==> src/rtl/y_sched_pkg.sv <==
// Shared types and phase encodings for the Y SRAM bus scheduler.
package y_sched_pkg;

    localparam int unsigned PH_W = 2;

    typedef enum logic [2:0] {
        ST_IDLE,
        ST_COMPUTE,
        ST_GAP_CW,
        ST_WRITE,
        ST_GAP_WC,
        ST_FINISH
    } state_t;

    // Mux select codes; 2'b11 is never driven.
    localparam logic [PH_W-1:0] PH_IDLE    = 2'b00;
    localparam logic [PH_W-1:0] PH_WRITE   = 2'b01;
    localparam logic [PH_W-1:0] PH_COMPUTE = 2'b10;

    function automatic logic [PH_W-1:0] phase_of(input state_t s);
        case (s)
            ST_COMPUTE: phase_of = PH_COMPUTE;
            ST_WRITE:   phase_of = PH_WRITE;
            default:    phase_of = PH_IDLE;
        endcase
    endfunction

endpackage

==> src/rtl/y_phase_timer.sv <==
// Loadable down-counter shared by the turnaround gap and the phase watchdog.
module y_phase_timer #(
    parameter int unsigned W = 11
) (
    input  logic         clk,
    input  logic         reset,
    input  logic         i_load,
    input  logic [W-1:0] i_load_val,
    input  logic         i_en,
    output logic         o_expired_c
);

    logic [W-1:0] r_count;

    // Holds at zero so an idle or disabled watchdog never wraps.
    always_ff @(posedge clk) begin
        if (!reset) begin
            r_count <= '0;
        end else if (i_load) begin
            r_count <= i_load_val;
        end else if (i_en && (r_count != '0)) begin
            r_count <= r_count - W'(1);
        end
    end

    assign o_expired_c = (r_count == '0);

endmodule

==> src/rtl/y_bus_scheduler.sv <==
// Sequences compute/write phases on the shared Y SRAM bus with gaps, watchdog and abort.
module y_bus_scheduler
    import y_sched_pkg::*;
#(
    parameter int unsigned ITER_W     = 8,
    parameter int unsigned GAP_CYCLES = 1,
    parameter int unsigned TIMEOUT    = 1024,
    parameter int unsigned TO_W       = 11
) (
    input  logic              clk,
    input  logic              reset,
    input  logic              in_start,
    input  logic [ITER_W-1:0] in_numIter,
    input  logic              in_computeDone,
    input  logic              in_writeDone,
    input  logic              in_abort,
    output logic              op_yComputeModuleEnable,
    output logic              op_yWriteModuleEnable,
    output logic              op_busy,
    output logic              op_done,
    output logic              op_timeout,
    output logic [ITER_W-1:0] op_iterCount
);

    // Timer must also hold the 4-bit gap count.
    localparam int unsigned TMR_W = (TO_W > 4) ? TO_W : 4;

    state_t            r_state;
    state_t            w_next;
    logic [ITER_W-1:0] r_num;
    logic [ITER_W-1:0] w_num_nxt;
    logic [ITER_W-1:0] r_iter;
    logic [ITER_W-1:0] w_iter_nxt;
    logic [ITER_W-1:0] w_iter_inc;
    logic              r_timeout;
    logic              w_timeout_nxt;
    logic [PH_W-1:0]   r_phase;
    logic              r_busy;
    logic              r_done;
    logic              w_load;
    logic [TMR_W-1:0]  w_load_val;
    logic              w_expired;
    logic              w_wdog_hit;

    y_phase_timer #(.W(TMR_W)) u_timer (
        .clk         (clk),
        .reset       (reset),
        .i_load      (w_load),
        .i_load_val  (w_load_val),
        .i_en        (r_state != ST_IDLE),
        .o_expired_c (w_expired)
    );

    always_ff @(posedge clk) begin
        if (!reset) begin
            r_state   <= ST_IDLE;
            r_num     <= '0;
            r_iter    <= '0;
            r_timeout <= 1'b0;
            r_phase   <= PH_IDLE;
            r_busy    <= 1'b0;
            r_done    <= 1'b0;
        end else begin
            r_state   <= w_next;
            r_num     <= w_num_nxt;
            r_iter    <= w_iter_nxt;
            r_timeout <= w_timeout_nxt;
            r_phase   <= phase_of(w_next);
            r_busy    <= (w_next != ST_IDLE) && (w_next != ST_FINISH);
            r_done    <= (w_next == ST_FINISH);
        end
    end

    // Next state; abort beats watchdog beats done.
    always_comb begin
        w_next        = r_state;
        w_num_nxt     = r_num;
        w_iter_nxt    = r_iter;
        w_timeout_nxt = r_timeout;
        w_wdog_hit    = (TIMEOUT != 0) && w_expired;
        w_iter_inc    = (r_iter == {ITER_W{1'b1}}) ? r_iter : r_iter + ITER_W'(1);
        case (r_state)
            ST_IDLE: begin
                if (in_start) begin
                    w_num_nxt     = in_numIter;
                    w_iter_nxt    = '0;
                    w_timeout_nxt = 1'b0;
                    w_next        = (in_numIter == '0) ? ST_FINISH : ST_COMPUTE;
                end
            end
            ST_COMPUTE: begin
                if (in_abort) begin
                    w_next = ST_FINISH;
                end else if (w_wdog_hit) begin
                    w_timeout_nxt = 1'b1;
                    w_next        = ST_FINISH;
                end else if (in_computeDone) begin
                    w_next = ST_GAP_CW;
                end
            end
            ST_GAP_CW: begin
                if (in_abort)       w_next = ST_FINISH;
                else if (w_expired) w_next = ST_WRITE;
            end
            ST_WRITE: begin
                if (in_abort) begin
                    w_next = ST_FINISH;
                end else if (w_wdog_hit) begin
                    w_timeout_nxt = 1'b1;
                    w_next        = ST_FINISH;
                end else if (in_writeDone) begin
                    w_iter_nxt = w_iter_inc;
                    w_next     = (w_iter_inc == r_num) ? ST_FINISH : ST_GAP_WC;
                end
            end
            ST_GAP_WC: begin
                if (in_abort)       w_next = ST_FINISH;
                else if (w_expired) w_next = ST_COMPUTE;
            end
            ST_FINISH: w_next = ST_IDLE;
            default:   w_next = ST_IDLE;
        endcase
    end

    // Reload the shared timer on every state change.
    always_comb begin
        w_load     = (w_next != r_state);
        w_load_val = ((w_next == ST_COMPUTE) || (w_next == ST_WRITE))
                   ? TMR_W'(TIMEOUT - 1) : TMR_W'(GAP_CYCLES - 1);
    end

    assign op_yComputeModuleEnable = r_phase[1];
    assign op_yWriteModuleEnable   = r_phase[0];
    assign op_busy                 = r_busy;
    assign op_done                 = r_done;
    assign op_timeout              = r_timeout;
    assign op_iterCount            = r_iter;

endmodule

==> config.mk <==
export PLATFORM = sky130hd
export DESIGN_NAME = y_bus_scheduler
export DESIGN_NICKNAME = d
export VERILOG_FILES = /design/src/rtl/y_sched_pkg.sv /design/src/rtl/y_phase_timer.sv /design/src/rtl/y_bus_scheduler.sv
export SDC_FILE = /design/constraint.sdc
export NUM_CORES = 1
export LEC_CHECK = 0
export CAP_MARGIN = 0
export CORE_ASPECT_RATIO = 1.25
export CORE_MARGIN = 2
export CORE_UTILIZATION = 30
export CTS_BUF_LIST = sky130_fd_sc_hd__clkbuf_16
export DETAILED_ROUTE_END_ITERATION = 8
export PLACE_DENSITY = 0.55
export SLEW_MARGIN = 20
export SYNTH_ARGS = -nofsm -noshare
export SYNTH_HDL_FRONTEND = slang
export SYNTH_HIERARCHICAL = 1
export SYNTH_SLANG_ARGS = --single-unit
==> constraint.sdc <==
create_clock -name clk -period 5.47 [get_ports clk]
set_input_delay 1.094 -clock clk [delete_from_list [all_inputs] [get_ports clk]]
set_output_delay 1.094 -clock clk [all_outputs]
set_load 0.01 [all_outputs]
# Word-level counts from Yosys, hierarchy flattened
# Cells that the tools add are included.
# totals
regBits	35
inputBits	14
output_inout_bits	13
wordCells	71
# op_classes
n_addsub	2
eq_ne	17
mux	28
n_reduce_logical	16
# ops
op	n
two-way mux 8 bit	5
two-way mux 3 bit	12
two-way mux 11 bit	2
one-hot mux 8 bit (2 select lines)	1
one-hot mux 3 bit (5 select lines)	1
zero test 11 bit	1
nonzero test 11 bit	1
subtractor 11 x 1 -> 11 bit (second input constant)	1
two-way mux 10 bit	1
!= test 2 bit (second input constant)	5
equality test 3 x 2 -> 1 bit (second input constant)	3
adder 8 x 1 -> 8 bit (second input constant)	1
equality test 8 bit	1
equality test 8 bit (second input constant)	1
zero test 8 bit	1
equality test 3 x 1 -> 1 bit (second input constant)	2
equality test 3 bit (second input constant)	2
nonzero test 2 bit	3
nonzero test 3 bit	2
AND reduction 5 bit	1
two-way mux 1 bit	4
one-hot mux 2 bit (2 select lines)	1
AND reduction 4 bit	1
zero test 3 bit	1
8 further kinds	9

# Logic depth before layout (Yosys ltp)
# Gate-level depths: netlist (run 1).
# logic_depth
word_depth	12
ltp_mapped	13
depth_no_buf	12

# Modules after synthesis
# The synthesis (run 1) kept the hierarchy.
# modules_own_cells
mod	instances	cells_each	area_each_um2	seq_area_each_um2
y_bus_scheduler	1	199	1473.9	480.5
y_phase_timer	1	75	613.1	220.2

# Worst setup path after synthesis (run 1)
# Ideal clock, no wire load.
# synth_path
path_type	reg-to-reg
from	register u_timer.r_count[2]
to	register u_timer.r_count[5]
t_arrival_ns	2.869
required_time_ns	5.343
slack_ns	2.474
stages_incl_launch_ff	13
period_less_slack_ns	2.996
cell_sequence	dfxtp_1 > or4_1 > buf_2 > nor3_2 > a21o_1 > a21oi_1 > o221ai_1 > nor3_1 > a21oi_1 > inv_1 > clkbuf_1 > o21ai_0 > a21oi_1
# synth_via
elab_cells_between_ends	21
# synth_rtl
item	line	rtl
from (decl)	y_phase_timer.sv:13	logic [W-1:0] r_count;
from (signal assigned)	y_phase_timer.sv:20	r_count <= i_load_val;
from (signal assigned)	y_phase_timer.sv:22	r_count <= r_count - W'(1);
zero test 11 bit (*)	y_phase_timer.sv:26	assign o_expired_c = (r_count == '0);
net w_expired	y_bus_scheduler.sv:42	logic w_expired;
two-way mux 3 bit (on tied branches) (2 in series)	--	
one-hot mux 3 bit (5 select lines) (*)	y_bus_scheduler.sv:82	case (r_state)
!= test 3 bit (*)	y_bus_scheduler.sv:127	w_load = (w_next != r_state);
net w_load	y_bus_scheduler.sv:40	logic w_load;
two-way mux 11 bit or nonzero test 2 bit (tied branches)	--	
# The timed path passes the listed nets; every way through them passes the cells marked *. The select of a mux whose other input is x is not followed.
# A chain may end at the register's enable or synchronous reset.

# Final worst setup path (run 1)
# layout_path
from	input port in_writeDone
to	register u_timer.r_count[7]
# layout_via
elab_chain_len	8
elab_cells_between_ends	11
# layout_rtl
item	line	rtl
from (decl)	y_bus_scheduler.sv:15	input logic in_writeDone,
two-way mux 3 bit (*)	y_bus_scheduler.sv:111	end else if (in_writeDone) begin
two-way mux 3 bit (*)	y_bus_scheduler.sv:108	end else if (w_wdog_hit) begin
two-way mux 3 bit (*)	y_bus_scheduler.sv:106	if (in_abort) begin
one-hot mux 3 bit (5 select lines) (*)	y_bus_scheduler.sv:82	
equality test 3 x 1 -> 1 bit or equality test 3 x 2 -> 1 bit (tied branches)	y_bus_scheduler.sv:128	w_load_val = ((w_next == ST_COMPUTE) || (w_next == ST_WRITE))
logical OR 1 bit	y_bus_scheduler.sv:128	
two-way mux 10 bit	y_bus_scheduler.sv:129	? TMR_W'(TIMEOUT - 1) : TMR_W'(GAP_CYCLES - 1);
two-way mux 11 bit	y_phase_timer.sv:19	end else if (i_load) begin
# Every way passes the cells marked *; elsewhere a longest branch is shown, timed or not.

==> results of run 1 <==
sequential cells by signal, summed over array words and instances (netlist names):
name / count
u_timer/r_count: 11
op_iterCount: 8
r_num: 8
r_state: 3
r_phase: 2
op_busy: 1
op_done: 1
op_timeout: 1
routing by layer:
layer  vias to the layer above  wire length (um)
met5                         -                 0
met2                        43              2580
met3                        10               185
met4                         0               116
li1                       1059                 -
met1                       953              2500
logic make-up (layout without fill, tap and decap cells):
group	after synthesis	count (layout)
simple gates	118	118
compound gates	82	82
flops	35	35
buf+inv	25	44
xor+xnor	9	9
fa+ha+maj	2	2
mux	2	2
other cells	1	1
report_power, final:
part	switching, uW	leakage (uW)	internal, uW	total (uW)
clock network	107	0.0000649	165	272
registers	55.3	0.000287	306	362
logic	202	0.000470	135	337
final timing paths:
kind / from / slack [ps] / to / depth (start not counted)
setup / recovery: in_writeDone / 1940 / u_timer/r_count[7] / 9
hold / removal: r_num[3] / 470 / r_num[3] / 2
setup reg to reg: u_timer/r_count[2] / 1990 / u_timer/r_count[6] / 10
hold reg to reg: r_num[3] / 470 / r_num[3] / 2
cells in the mapped netlist (all sizes together), types with 7 or more instances:
cell | count | area, um^2
o21ai | 15 | 75.1
clkbuf | 8 | 30.0
nor2 | 21 | 78.8
dfxtp | 35 | 701
nor3 | 15 | 80.1
xnor2 | 7 | 61.3
nor4 | 9 | 62.6
inv | 9 | 33.8
a21oi | 27 | 135
nand2 | 34 | 128
buf | 7 | 38.8
worst max-delay path: cells and delay by family:
family	cells	cell delay, ps
AO/OA/AOI/OAI	5	1130
buffers and inverters	1	520
AND/OR/NAND/NOR	3	970
cell type report:
type | count | area, um^2 | area share
multi-input combinational | 214 | 1280 | 0.506
sequential | 35 | 701 | 0.277
timing repair buffer | 26 | 260 | 0.103
clock buffer | 5 | 125 | 0.0494
tap | 90 | 113 | 0.0445
inverter | 10 | 37.5 | 0.0148
clock inverter | 3 | 15.0 | 0.00593
stage by stage:
step / cells / worst slack (ps) / area [um^2] / power, uW / hold slack, ps
after floorplan: 274 / 2470 / 2090 / 616 / 449
after global placement: 375 / 1690 / 2390 / 703 / 473
after detailed placement: 375 / 1650 / 2390 / 701 / 470
after CTS: 383 / 1940 / 2530 / 980 / 477
after global routing: 383 / 1710 / 2530 / 1040 / 498
final: 383 / 1940 / 2530 / 971 / 474
==> run_results.csv, run 1 <==
group,metric,value,unit
synth,synthXorXnorAreaFrac,0.0378,
grt,use_met1,0.194,
grt,gr-total-overflow,0,
layout,final_util,0.370,
clock_tree,clock_sinks,35,
worst_setup_path,path_class,"input pin to register",
grt,grt_usage,0.146,
clock_tree,htreeDepth,2,
synth,syn_area,2090,um^2
clock_tree,cts_hold_buf,0,
synth,syn_area_per_cell,7.62,um^2
timing,rsz0062_at_grt,"false",
power,power_density,384,nW/um^2
grt,grt.met3_usage,0.0223,
layout,drive_gt1_frac,0.0410,
clock_tree,cts_inserted_buffers,5,
timing,post-route-min-period,3530,ps
synth,ys_ff_latch,35,
drt,routed_wl,5380,um
die,die_w,78.6,um
synth,postSynth.asyncResetShare,0,
drt,via_per_inst,5.39,
die,core_area,6850,um^2
synth,synthesis.yosys.warnings,6,
worst_setup_path,crit_fanout,10,
worst_setup_path,crit_slowest_cell,"nor2_1",
worst_setup_path,endpoint_kind,"register",
timing,slew_headroom,0.562,
worst_setup_path,max_stage_delay,540,ps
worst_setup_path,path_cells,"clkdlybuf4s50_1 -> and4b_1 -> o221ai_1 -> nor3_1 -> o311ai_0 -> o41a_1 -> nor2_1 -> o21ai_0 -> a31oi_1",
hold_path,hold_class,"register to register",
synth,ys.flop_type,"dfxtp_1",
power,peakVddDrop,0.229,mV
layout,layout_common_cells,"dfxtp_1, nand2_1, a21oi_1",
clock_tree,cts_tree,"yes",
grt,grt_pass1_vias,1833,
synth,synth_fa_ha_area_frac,0.0120,
synth,synth_top_family_by_area,"simple AND/OR/NAND/NOR gates",
clock_tree,clkTransAtPathRegs,60,ps
die,start_util,0.305,
timing,tightest_slew,655,ps
drt,drtPass1Iterations,5,
layout,final_common_cell,"dfxtp_1",
die,rows,34,
synth,synth.distinct_cells,57,
timing,finalSetupViolCount,0,
die,num_io_pins,27,
placed_design,gp_congestion,0.828,
drt,postRouteAntennaNets,0,
die,die_h,97.3,um
timing,fmax,283,MHz
timing,fin_skew,5.40,ps
layout,num-nets-final,308,
synth,synthMuxAreaShare,0.0102,
drt,post_drt_wl_per_cell,14.0,um
clock_tree,cts_root_buffer,"clkbuf_16",
power,power_leakage,0.000822,uW
worst_setup_path,worstPathArrival,3730,ps
grt,grt_start_max_net_pins,18,
timing,hold_viol_final,0,
synth,synth_compound_area_frac,0.258,
timing,tns,0,ps
drt,post-route-drc-count,0,
worst_setup_path,startpoint_type,"input pin",
layout,num-fill-cells,719,
drt,vias,2065,
clock_tree,cts.path.max_buffers,2,
synth,synth_edf_count,0,
synth,ys_seq_area_frac,0.336,
placed_design,dp_hpwl,4000,um
layout,syn2layout_area_growth,21.3,%
timing,finalCritPeriodShare,0.645,
worst_setup_path,required,5670,ps
grt,top_usage_layer,"met2",
die,die_area,7640,um^2
placed_design,port_buffers,26,
clock_tree,cts_resized,0,
synth,netlist_instances,274,
run_status,status,"completed",
clock_tree,post_cts_buffers,0,
grt,met2_usage,0.234,
synth,synth_nets,290,
grt,antenna_found_initial,0,
synth,synthSimpleGateAreaFrac,0.294,
layout,n_antenna_cell,0,
drt,drtIter0Drc,120,
job,drv_cap,0,
timing,maxSlewViolCount,0,
clock_tree,clock_latency,280,ps
grt,grt_pass1_wl,8990,um
(Power assumes the default switching activity.)
==> run 2: changes to the inputs <==
- clock period: 5.47 -> 3.3 ns (I/O delays scaled with it)
==> run_results.csv, run 2 (same netlist as run 1, synthesis figures left out) <==
group,metric,value,unit
timing,rsz0062_at_grt,"false",
grt,grt_pass1_wl,9380,um
power,netSwitchingFraction,0.370,
timing,tns,0,ps
drt,via_per_inst,5.33,
clock_tree,cts_resized,0,
drt,post-route-drc-count,0,
layout,final_util,0.383,
die,die_h,97.3,um
job,drv_cap,0,
hold_path,hold_class,"register to register",
die,rows,34,
layout,instances_no_fill,395,
worst_setup_path,required,3500,ps
layout,drive_gt1_frac,0.0820,
worst_setup_path,cp.depth,10,
power,switchingPower,620,uW
clock_tree,clkTransAtPathRegs,50,ps
timing,maxSlewViolCount,0,
power,power.internal,1050,uW
worst_setup_path,startpoint_type,"register",
power,clockPowerShare,0.263,
timing,fmax,341,MHz
clock_tree,cts.path.max_buffers,2,
worst_setup_path,cpLargestDelayFamily,"compound AO/OA/AOI/OAI gates",
worst_setup_path,path_buf_inv,1,
worst_setup_path,worstPathArrival,3130,ps
layout,top_register,"u_timer/r_count",
timing,finalSetupViolCount,0,
drt,routed_wl,5670,um
drt,post_drt_wl_per_cell,14.4,um
layout,final_common_cell,"dfxtp_1",
layout,n_antenna_cell,0,
worst_setup_path,endpoint_kind,"register",
worst_setup_path,max_stage_delay,510,ps
power,peakVddDrop,0.326,mV
die,core_area,6850,um^2
power,seqPwrFrac,0.354,
worst_setup_path,path_class,"register to register",
grt,gr-total-overflow,0,
placed_design,dp_slack,305,ps
grt,antenna_found_initial,0,
layout,syn2layout_area_growth,25.7,%
run_status,status,"completed",
timing,final.setup.worst_slack,365,ps
clock_tree,cts_root_buffer,"clkbuf_16",
worst_setup_path,crit_fanout,10,
grt,grt_pass1_vias,1932,
grt,grt_start_max_net_pins,18,
die,start_util,0.305,
clock_tree,cts_tree,"yes",
clock_tree,cts_inserted_buffers,5,
die,die_w,78.6,um
clock_tree,htreeDepth,2,
placed_design,gp_congestion,0.899,
worst_setup_path,path_cells,"ha_1 -> nand2_1 -> or4_1 -> and3_1 -> o31a_1 -> o41a_1 -> nor2_1 -> buf_4 -> nor2_1 -> a211oi_1",
worst_setup_path,crit_slowest_cell,"o41a_1",
timing,hold_viol_final,0,
die,num_io_pins,27,
timing,post-route-min-period,2930,ps
grt,grt_usage,0.152,
layout,num-nets-final,321,
worst_setup_path,cp_common_cell,"nor2_1",
drt,drtPass1Iterations,4,
clock_tree,clock_sinks,35,
timing,finalCritPeriodShare,0.889,
layout,largest_reg_flops,11,
drt,postRouteAntennaNets,0,
clock_tree,cts_hold_buf,0,
clock_tree,clock_latency,280,ps
worst_setup_path,worst_r2r_path_depth,10,
power,power_density,638,nW/um^2
power,power_leakage,0.000890,uW
timing,fin_skew,5.20,ps
power,p_comb_frac,0.382,
die,die_area,7640,um^2
placed_design,port_buffers,26,
power,power,1670,uW
layout,layout_common_cells,"dfxtp_1, nand2_1, a21oi_1",
drt,vias,2104,
placed_design,dp_hpwl,4200,um
hold_path,hold_depth,2,
clock_tree,post_cts_buffers,0,
placed_design,dp_cells,388,
drt,drtIter0Drc,153,
## run 2: changes by cell type in the layout (fill, tap and decap cells not counted)
cell | before | now
clkinv_1 | 3 | 2
clkinv_2 | 0 | 1
buf_4 | 0 | 13
clkinvlp_4 | 1 | 0
## run 2: final timing paths
path | start | endpoint | slack, ps
worst max-delay path | op_iterCount[1] | u_timer/r_count[0] | 370
worst min-delay path | r_num[3] | r_num[3] | 470
worst max register to register | op_iterCount[1] | u_timer/r_count[0] | 370
worst min register to register | r_num[3] | r_num[3] | 470
## run 2: area by class of cell
type                    count  area, um^2
clock inverters             2        8.76
well taps                  90         113
multi-input cells         214        1280
repair buffers             39         358
inverters                  10        37.5
clock buffers               5         125
flip-flops and latches     35         701
fillers                   725        4230
## run 2: stage by stage
| step | area (um^2) | hold WS [ps] |
|---|---|---|
| floorplan | 2090 | 449 |
| global placement | 2490 | 465 |
| detailed placement | 2490 | 465 |
| CTS | 2620 | 473 |
| global route | 2620 | 490 |
| finish | 2620 | 471 |
## run 2: worst reg2reg max path, cell delays in order, from the launching register on
cell,delay [ps]
dfxtp_1,450
ha_1,220
nand2_1,160
or4_1,500
and3_1,180
o31a_1,310
o41a_1,510
nor2_1,120
buf_4,170
nor2_1,50
a211oi_1,200
## run 2: power by group through the flow
stage / sequential [uW] / combinational (uW) / clock [uW]
finish: 593 / 640 / 441
global route: 608 / 707 / 471
CTS: 591 / 640 / 449
detailed placement: 597 / 636 / 0
global placement: 597 / 628 / 0
floorplan: 579 / 442 / 0
## run 2: layer usage
layer,global-route usage,up-vias,part of all wire,routed length (um)
met1,0.204,988,0.49,2760
met4,0.0553,0,0.016,88
met2,0.245,29,0.48,2700
met3,0.0242,8,0.022,123
li1,-,1079,-,-
met5,0,-,0,0
